### src/rtl/axi_stream_if.sv
// Shared AXI-stream channel types for the cubic pipeline.
// Master-to-slave bundle: tvalid, tdata (64-bit IEEE-754 double bits), tlast.
// Slave-to-master bundle: tready.
package axi_stream_if;

    typedef struct packed {
        logic        tvalid;
        logic [63:0] tdata;
        logic        tlast;
    } axi_stream_mastero_slavei_t;

    typedef struct packed {
        logic tready;
    } axi_stream_masteri_slaveo_t;

endpackage

### src/rtl/axi_stream_pkg.sv
// Package for the stream sink. It holds the stream widths and re-exports the
// channel typedefs from axi_stream_if under the same names, so users import a
// single package.
package axi_stream_pkg;

    localparam int unsigned AXIS_DATA_W = 64;
    localparam int unsigned PHASE_W     = 4;

    typedef axi_stream_if::axi_stream_mastero_slavei_t axi_stream_mastero_slavei_t;
    typedef axi_stream_if::axi_stream_masteri_slaveo_t axi_stream_masteri_slaveo_t;

endpackage

### src/rtl/stream_sink_fifo.sv
// Synchronous first-word-fall-through FIFO.
// Ports:
//   clk     - clock, all state on the rising edge
//   clr_i   - synchronous clear of pointers and count (storage is not cleared)
//   push_i  - write wdata_i; ignored when full
//   wdata_i - entry to write
//   pop_i   - drop the head entry; ignored when empty
//   full_o  - DEPTH entries held
//   empty_o - no entries held
//   count_o - entries held
//   head_o  - head entry, 0 when empty
module stream_sink_fifo #(
    parameter int unsigned DEPTH = 8,
    parameter int unsigned WIDTH = 65,
    localparam int unsigned AW   = $clog2(DEPTH),
    localparam int unsigned CW   = AW + 1
) (
    input  logic             clk,
    input  logic             clr_i,
    input  logic             push_i,
    input  logic [WIDTH-1:0] wdata_i,
    input  logic             pop_i,
    output logic             full_o,
    output logic             empty_o,
    output logic [CW-1:0]    count_o,
    output logic [WIDTH-1:0] head_o
);

    logic [WIDTH-1:0] mem_q [DEPTH];
    logic [AW-1:0]    wr_ptr_q, wr_ptr_d;
    logic [AW-1:0]    rd_ptr_q, rd_ptr_d;
    logic [CW-1:0]    count_q, count_d;
    logic             push_ok, pop_ok;

    assign full_o  = (count_q == CW'(DEPTH));
    assign empty_o = (count_q == '0);
    assign count_o = count_q;
    assign head_o  = empty_o ? '0 : mem_q[rd_ptr_q];

    assign push_ok = push_i && !full_o;
    assign pop_ok  = pop_i && !empty_o;

    // DEPTH is a power of two, so the pointers wrap by natural overflow.
    always_comb begin
        wr_ptr_d = wr_ptr_q;
        rd_ptr_d = rd_ptr_q;
        count_d  = count_q;
        if (push_ok) begin
            wr_ptr_d = wr_ptr_q + AW'(1);
        end
        if (pop_ok) begin
            rd_ptr_d = rd_ptr_q + AW'(1);
        end
        unique case ({push_ok, pop_ok})
            2'b10:   count_d = count_q + CW'(1);
            2'b01:   count_d = count_q - CW'(1);
            default: count_d = count_q;
        endcase
    end

    always_ff @(posedge clk) begin
        if (clr_i) begin
            wr_ptr_q <= '0;
            rd_ptr_q <= '0;
            count_q  <= '0;
        end else begin
            wr_ptr_q <= wr_ptr_d;
            rd_ptr_q <= rd_ptr_d;
            count_q  <= count_d;
        end
    end

    // Storage has no reset; stale entries are unreachable once the pointers clear.
    always_ff @(posedge clk) begin
        if (push_ok && !clr_i) begin
            mem_q[wr_ptr_q] <= wdata_i;
        end
    end

endmodule

### src/rtl/axi_stream_result_sink.sv
// Slave-side terminator for the 64-bit result stream. Buffers {TLAST, TDATA}
// in a FWFT FIFO drained through a simple read port, counts frames, applies a
// phase-driven backpressure pattern and flags sticky master protocol errors.
// Ports:
//   clk, rst    - clock and synchronous active-high reset
//   previ       - TVALID/TDATA/TLAST from the upstream master
//   prevo       - TREADY to the upstream master
//   rd_en       - pop the head entry (ignored when empty)
//   rd_valid    - FIFO non-empty
//   rd_data     - head TDATA, 0 when empty
//   rd_last     - head TLAST, 0 when empty
//   count       - entries held
//   frames      - accepted beats with TLAST, wrapping
//   err_drop    - sticky: TVALID withdrawn while stalled
//   err_change  - sticky: TDATA/TLAST changed while stalled
module axi_stream_result_sink
    import axi_stream_pkg::*;
#(
    parameter int unsigned DEPTH      = 8,
    parameter logic [15:0] STALL_MASK = 16'h0000,
    localparam int unsigned CW        = $clog2(DEPTH) + 1
) (
    input  logic                       clk,
    input  logic                       rst,
    input  axi_stream_mastero_slavei_t previ,
    output axi_stream_masteri_slaveo_t prevo,
    input  logic                       rd_en,
    output logic                       rd_valid,
    output logic [AXIS_DATA_W-1:0]     rd_data,
    output logic                       rd_last,
    output logic [CW-1:0]              count,
    output logic [15:0]                frames,
    output logic                       err_drop,
    output logic                       err_change
);

    logic [PHASE_W-1:0]     phase_q, phase_d;
    logic [15:0]            frames_q, frames_d;
    logic                   stalled_q, stalled_d;
    logic [AXIS_DATA_W-1:0] stall_data_q;
    logic                   stall_last_q;
    logic                   err_drop_q, err_drop_d;
    logic                   err_change_q, err_change_d;

    logic                   fifo_full, fifo_empty;
    logic [AXIS_DATA_W:0]   fifo_head;
    logic                   tready;
    logic                   accept;

    // Registers only: never looks at TVALID.
    assign tready = !fifo_full && !STALL_MASK[phase_q];
    assign accept = previ.tvalid && tready;

    always_comb begin
        prevo        = '0;
        prevo.tready = tready;
    end

    stream_sink_fifo #(
        .DEPTH (DEPTH),
        .WIDTH (AXIS_DATA_W + 1)
    ) u_fifo (
        .clk     (clk),
        .clr_i   (rst),
        .push_i  (accept),
        .wdata_i ({previ.tlast, previ.tdata}),
        .pop_i   (rd_en),
        .full_o  (fifo_full),
        .empty_o (fifo_empty),
        .count_o (count),
        .head_o  (fifo_head)
    );

    assign rd_valid = !fifo_empty;
    assign rd_data  = fifo_head[AXIS_DATA_W-1:0];
    assign rd_last  = fifo_head[AXIS_DATA_W];

    always_comb begin
        phase_d      = phase_q + PHASE_W'(1);
        frames_d     = frames_q;
        stalled_d    = previ.tvalid && !tready;
        err_drop_d   = err_drop_q;
        err_change_d = err_change_q;
        if (accept && previ.tlast) begin
            frames_d = frames_q + 16'd1;
        end
        // A stalled beat must be held unchanged until its handshake.
        if (stalled_q && !previ.tvalid) begin
            err_drop_d = 1'b1;
        end
        if (stalled_q && previ.tvalid &&
            ((previ.tdata != stall_data_q) || (previ.tlast != stall_last_q))) begin
            err_change_d = 1'b1;
        end
    end

    always_ff @(posedge clk) begin
        if (rst) begin
            phase_q      <= '0;
            frames_q     <= '0;
            stalled_q    <= 1'b0;
            stall_data_q <= '0;
            stall_last_q <= 1'b0;
            err_drop_q   <= 1'b0;
            err_change_q <= 1'b0;
        end else begin
            phase_q      <= phase_d;
            frames_q     <= frames_d;
            stalled_q    <= stalled_d;
            stall_data_q <= previ.tdata;
            stall_last_q <= previ.tlast;
            err_drop_q   <= err_drop_d;
            err_change_q <= err_change_d;
        end
    end

    assign frames     = frames_q;
    assign err_drop   = err_drop_q;
    assign err_change = err_change_q;

endmodule

### config.mk
export PLATFORM = sky130hd
export DESIGN_NAME = axi_stream_result_sink
export DESIGN_NICKNAME = d
export VERILOG_FILES = /design/src/rtl/axi_stream_if.sv /design/src/rtl/axi_stream_pkg.sv /design/src/rtl/stream_sink_fifo.sv /design/src/rtl/axi_stream_result_sink.sv
export SDC_FILE = /design/constraint.sdc
export NUM_CORES = 1
export LEC_CHECK = 0
export ABC_CLOCK_PERIOD_IN_PS = 19100
export CAP_MARGIN = 20
export CORE_MARGIN = 10
export CORE_UTILIZATION = 50
export CTS_BUF_LIST = sky130_fd_sc_hd__clkbuf_4 sky130_fd_sc_hd__clkbuf_8 sky130_fd_sc_hd__clkbuf_16
export CTS_CLUSTER_DIAMETER = 60
export DETAILED_ROUTE_END_ITERATION = 12
export GPL_TIMING_DRIVEN = 0
export PLACE_DENSITY = 0.69
export SYNTH_ARGS = -nofsm -noshare
export SYNTH_HDL_FRONTEND = slang
export SYNTH_HIERARCHICAL = 1
export SYNTH_SLANG_ARGS = --single-unit
export TNS_END_PERCENT = 1
### constraint.sdc
create_clock -name clk -period 19.1 [get_ports clk]
set_clock_uncertainty 0.1 [all_clocks]
set_input_delay 5.73 -clock clk [delete_from_list [all_inputs] [get_ports clk]]
set_output_delay 5.73 -clock clk [all_outputs]
set_load 0.01 [all_outputs]
==> flow_metrics.tcl, run 1 <==
set metrics [dict create \
    outcome "complete, no violations" \
    cp_slowest_cell "clkbuf_1" \
    total_power_mw 3.418 \
    fin_crit_ns 9.386 \
    fin_crit_sh 0.4914 \
    tightest_slew_ns 1.162 \
    clk_pin_slew_ns 0.06 \
    dpl.hpwl_um 34860 \
    cts_max_level 2 \
    max_freq_ghz 0.1065 \
    cts_setup_buffers 0 \
    holdPathStages 2 \
    grtUsageTotal 0.1816 \
    rr_worst_depth 11 \
    ys_seq_elements 617 \
    holdCritPathClass "register to register" \
    seq_area_frac_synth 0.7435 \
    rrSetupSlack_ns 15.44 \
    fillCellCount 3360 \
    yosysWarnings 6 \
    critical_path_class "register to output port" \
    dieWidth_um 237.3 \
    synthToLayoutAreaGrowth_pct 20.80 \
    syn_inst 1215 \
    vias 11850 \
    cts_resized 0 \
    rr_startpoint "u_fifo/count_o[1]$_SDFFE_PP0P_" \
    relSlewSlack 0.2251 \
    slew_violations 0 \
    mostFrequentLayoutCells "edfxtp_1 (520), clkdlybuf4s50_1 (157), mux4_2 (130), nor2_1 (100), dfxtp_1 (97)" \
    synth_top_area_share 0.6613 \
    start_kind "register" \
    final_cells 2137 \
    cts-buffers-inserted 59 \
    synth_area_leaders "edfxtp_1 (66%), mux4_2 (12%), dfxtp_1 (8.2%)" \
    viasPerCell 5.547 \
    arrival_ns 3.56 \
    place_congestion 0.7550 \
    clock-root-buffer "clkbuf_16" \
    fin_nets 1562 \
    grt_pass1_vias 12420 \
    placed_area_sq_mm 0.02663 \
    synth_fp_nets 1291 \
    max_stage_delay_ns 0.90 \
    holdPathEnd "err_drop$_SDFFE_PP0P_" \
    layout_commonest_cell "edfxtp_1" \
    yosysTopAreaCell "edfxtp_1" \
    end_kind "output port" \
    grt_pass1_wl_um 77740 \
    cts_tree "built" \
    io-pin-count 158 \
    grt_overflow_total 0 \
    start_util 0.5061 \
    coreArea_sq_mm 0.04665 \
    dp_cells 2032 \
    rsz0062_at_grt "no" \
    drc_errors 0 \
    fin_area_sq_mm 0.02852 \
    cts_num_sinks 617 \
    cp.required_ns 13.27 \
    dieArea_sq_mm 0.05632 \
    grt_max_degree 22 \
    p_leak_nw 9.254 \
    cp_max_fo 10 \
    clock_latency_ns 0.59 \
    dr.pass1.iters 5 \
    synth_cell_types 36 \
    r2r-end "u_fifo/mem_q[0][30]$_DFFE_PP_" \
    cts_hold_buf 0 \
    drv_cap 0 \
    synth_area_per_cell_sq_um 19.44 \
    holdWs_ns 0.3925 \
    die_h_um 237.3 \
    grt_antenna_before_repair 5 \
    vdd_ir_drop_max_mv 0.09086 \
    post-route-util 0.6114 \
    cts_buffer_depth 3 \
    path_cells "nor4_2 -> clkbuf_1 -> buf_2 -> nor2_1 -> clkdlybuf4s50_1" \
    finalHoldViolCount 0 \
    netlist_area_sq_mm 0.02361 \
    drt_wl_total_um 51110 \
    setup_viol 0 \
    hp-start "err_drop$_SDFFE_PP0P_" \
    rows 79 \
    post_drt_wl_per_cell_um 23.92 \
    portBuffers 157 \
    drive_gt1_frac 0.2107 \
    drt_iter0_drc 1059 \
    p_per_area_mw_per_mm2 119.8 \
    final_antenna_net_count 0 \
]
==> where the power goes <==
part / switching, mW / internal, mW / leakage [nW] / total, mW
clock: 0.473 / 0.657 / 0.939 / 1.13
sequential: 0.0204 / 1.52 / 5.50 / 1.54
combinational: 0.381 / 0.370 / 2.82 / 0.751
total: 0.874 / 2.54 / 9.25 / 3.42
==> cell type report <==
type / instances / area (sq um) / share of cell area
Buffer: 56 / 326.6 / 0.01145
Antenna cell: 2 / 5.005 / 0.0001755
Sequential cell: 617 / 17560 / 0.6155
Clock buffer: 73 / 1635 / 0.05733
Inverter: 8 / 30.03 / 0.001053
Timing Repair Buffer: 210 / 2210 / 0.07746
Tap cell: 607 / 759.5 / 0.02663
Multi-Input combinational cell: 534 / 5751 / 0.2016
Clock inverter: 30 / 251.5 / 0.008817
==> state kept, by name, summed over array words and instances, names as in the netlist, named ones only <==
name             flops
u_fifo/mem_q       520
u_fifo/count_o       4
stall_data_q        64
err_change           1
frames              16
stalled_q            1
err_drop             1
stall_last_q         1
u_fifo/wr_ptr_q      3
u_fifo/rd_ptr_q      3
==> synthesized netlist by cell type, drive strengths merged <==
master,instances
buf,37
nor2b,66
dfxtp,97
mux2i,67
nand3,6
nor4b,1
xor2,73
and3b,1
and3,3
or4b,1
ha,6
o31ai,1
mux4,130
nand4,11
a211oi,1
or3b,1
nand4b,1
nor4,17
nor3,6
or2,1
nor2,103
fa,1
or4,1
clkbuf,19
nand3b,2
a21oi,8
inv,8
and2,3
xnor2,13
edfxtp,520
nand2,10
==> cells by family (layout without fill, tap and decap cells) <==
| group | Yosys count | count (layout) | synth area share |
|---|---|---|---|
| AO/OA/AOI/OAI | 10 | 10 | 0.002332 |
| AND/OR/NAND/NOR | 234 | 234 | 0.05076 |
| flip-flops | 617 | 617 | 0.7435 |
| multiplexers | 197 | 197 | 0.1524 |
| buffers and inverters | 64 | 377 | 0.01510 |
| adder cells (fa/ha/maj) | 7 | 7 | 0.004027 |
| XOR/XNOR | 86 | 86 | 0.03190 |
| other | 0 | 2 | 0 |
==> worst max-delay path by stage <==
stage | startpoint | end | slack, ns | depth (start not counted)
2_1_floorplan | previ[65] | u_fifo/mem_q[0][0]$_DFFE_PP_ | 5.48 | 4
3_3_place_gp | previ[65] | u_fifo/mem_q[0][35]$_DFFE_PP_ | -1.67 | 5
3_5_place_dp | previ[65] | u_fifo/mem_q[0][35]$_DFFE_PP_ | 9.97 | 10
4_1_cts | u_fifo/count_o[1]$_SDFFE_PP0P_ | rd_data[28] | 9.62 | 5
5_1_grt | u_fifo/count_o[1]$_SDFFE_PP0P_ | rd_data[28] | 9.61 | 5
6_report | u_fifo/count_o[1]$_SDFFE_PP0P_ | rd_data[28] | 9.71 | 5
==> per-stage QoR <==
| stage | TNS (ns) | setup WS (ns) |
|---|---|---|
| finish | 0 | 9.714 |
| detailed placement | 0 | 9.967 |
| global placement | -145.69 | -1.670 |
| CTS | 0 | 9.617 |
| floorplan | 0 | 5.480 |
| global route | 0 | 9.607 |
==> metal layers <==
metal / GRT usage / vias up / wire length (um)
met3: 0.04466 / 69 / 3379
met1: 0.2431 / 6159 / 22000
met2: 0.2943 / 322 / 24710
met5: 0 / - / 45
li1: - / 5297 / -
met4: 0.04700 / 6 / 970
==> worst max-delay path: cells and delay by family (launching register included) <==
| family | cells | cell delay, ns |
|---|---|---|
| buffers and inverters | 3 | 1.80 |
| AND/OR/NAND/NOR | 2 | 0.78 |
| flip-flops | 1 | 0.37 |
(Power assumes the default switching activity.)
==> run 2: changes to the inputs <==
Settings changed: ABC_CLOCK_PERIOD_IN_PS 19100 to 8430, PLACE_DENSITY 0.69 to 0.72.
Clock period 19.1 ns to 8.43 ns, I/O delays scaled along.
==> run 2 against run 1 <==
  * Register-to-register slack worse by 11 ns
  * Core utilization decreased by 0.12 points
  * Routed wire length is 1.3% higher
  * Non-clock buffer count is 6 lower
  * Clock power is 130% higher
  * Largest power group unchanged
  * Highest routed layer unchanged
==> flow_metrics.tcl, run 2 (same netlist as run 1, synthesis figures left out) <==
set metrics [dict create \
    vdd_ir_drop_max_mv 0.2381 \
    rsz0062_at_grt "no" \
    clock_latency_ns 0.61 \
    setup_viol 0 \
    end_kind "output port" \
    start_util 0.5061 \
    cts_max_level 2 \
    dp_cells 2025 \
    max_freq_ghz 0.1714 \
    coreArea_sq_mm 0.04665 \
    rr_worst_depth 10 \
    drive_gt1_frac 0.2105 \
    p_clk_frac 0.329 \
    layout_commonest_cell "edfxtp_1" \
    outcome "complete, no violations" \
    p_sw_mw 2.001 \
    dieWidth_um 237.3 \
    multi_input_area_sq_mm 0.005759 \
    arrival_ns 3.21 \
    cts_resized 0 \
    total_power_mw 7.745 \
    clock-root-buffer "clkbuf_16" \
    io-pin-count 158 \
    hp-start "err_drop$_SDFFE_PP0P_" \
    cts_buffer_depth 3 \
    start_kind "register" \
    vias 11930 \
    portBuffers 157 \
    synthToLayoutAreaGrowth_pct 20.56 \
    cell_internal_pwr_mw 5.744 \
    holdCritPathClass "register to register" \
    p_per_area_mw_per_mm2 272.1 \
    cts_num_sinks 617 \
    tightest_slew_ns 1.046 \
    p_comb_frac 0.221 \
    cts_tree "built" \
    dpl.hpwl_um 34950 \
    place_congestion 0.7454 \
    swShare 0.2584 \
    cp.required_ns 5.80 \
    rows 79 \
    relSlewSlack 0.3026 \
    mostFrequentLayoutCells "edfxtp_1 (520), clkdlybuf4s50_1 (157), mux4_2 (130), nor2_1 (100), dfxtp_1 (97)" \
    viasPerCell 5.581 \
    largest_reg_flops 520 \
    cts_setup_buffers 0 \
    rrSetupSlack_ns 4.94 \
    regMostFlops "u_fifo/mem_q" \
    dr.pass1.iters 5 \
    grt_antenna_before_repair 5 \
    p_leak_nw 9.239 \
    cp_max_fo 10 \
    grt_max_degree 27 \
    r2r-end "u_fifo/mem_q[1][36]$_DFFE_PP_" \
    fin_crit_ns 5.835 \
    cts-buffers-inserted 59 \
    grt_overflow_total 0 \
    seq_area_sq_mm 0.01756 \
    grtUsageTotal 0.1837 \
    clk_pin_slew_ns 0.06 \
    pwr-share-seq 0.450 \
    fillCellCount 3341 \
    cts_hold_buf 0 \
    fin_crit_sh 0.6921 \
    die_h_um 237.3 \
    dieArea_sq_mm 0.05632 \
    final_cells 2137 \
    drt_iter0_drc 1028 \
    finalHoldViolCount 0 \
    critical_path_class "register to output port" \
    grt_pass1_vias 12630 \
    diodes 0 \
    post_drt_wl_per_cell_um 24.24 \
    fin_nets 1556 \
    grt_pass1_wl_um 78440 \
    drc_errors 0 \
    drv_cap 0 \
    final_antenna_net_count 0 \
    rr_startpoint "u_fifo/count_o[0]$_SDFFE_PP0P_" \
    drt_wl_total_um 51800 \
    holdPathStages 2 \
    slew_violations 0 \
    holdPathEnd "err_drop$_SDFFE_PP0P_" \
]
[run 2: cell types whose count changed in the layout (fill, tap and decap cells not counted), sizes merged]
cell	change
diode	-2
clkinv	+7
buf	-6
bufinv	-2
clkinvlp	-2
clkbuf	+5
[run 2: final cells by class]
type | instances | share of cell area
timing repair buffer | 204 | 0.07542
inverter | 8 | 0.001055
clock buffer | 78 | 0.05876
buffer | 56 | 0.01147
tap | 607 | 0.02668
sequential | 617 | 0.6167
clock inverter | 33 | 0.007603
multi-input combinational | 534 | 0.2023
[run 2: worst max-delay path by stage]
stage / end
floorplan: u_fifo/mem_q[4][0]$_DFFE_PP_
global placement: u_fifo/mem_q[4][42]$_DFFE_PP_
detailed placement: u_fifo/mem_q[1][36]$_DFFE_PP_
CTS: rd_data[32]
global route: rd_data[7]
finish: rd_data[7]
[run 2: critical path, cell delays in order (launching register included)]
cell             delay [ns]
dfxtp_1                0.41
buf_2                  0.34
clkbuf_1               0.57
mux4_2                 0.33
mux2i_1                0.06
nor2_1                 0.27
clkdlybuf4s50_1        0.61
[run 2: power by group through the flow]
stage	logic (mW)	registers, mW	clock network, mW
detailed placement	1.73	3.55	0
finish	1.71	3.49	2.55
global placement	1.67	3.57	0
CTS	1.74	3.49	2.60
global route	1.85	3.50	2.71
floorplan	0.911	3.55	0
[run 2: per-layer routing]
metal  wire length, um  up-vias  global-route usage
li1                  -     5291                   -
met1             21970     6185              0.2431
met2             25230      375              0.3004
met3              3727       66             0.05033
met4               800       10             0.03981
met5                66        -                   0
[run 2: through the flow]
| step | setup TNS (ns) | hold slack, ns | setup slack (ns) | utilization | area [sq um] |
|---|---|---|---|---|---|
| detailed placement | 0 | 0.3845 | 2.738 | 0.5694 | 26560 |
| global route | 0 | 0.4310 | 2.403 | 0.6102 | 28470 |
| global placement | -1731.06 | 0.3636 | -8.122 | 0.5562 | 25950 |
| CTS | 0 | 0.4084 | 2.248 | 0.6099 | 28450 |
| floorplan | -93.64 | 0.3611 | -1.441 | - | 23620 |
| finish | 0 | 0.3978 | 2.595 | 0.6102 | 28470 |
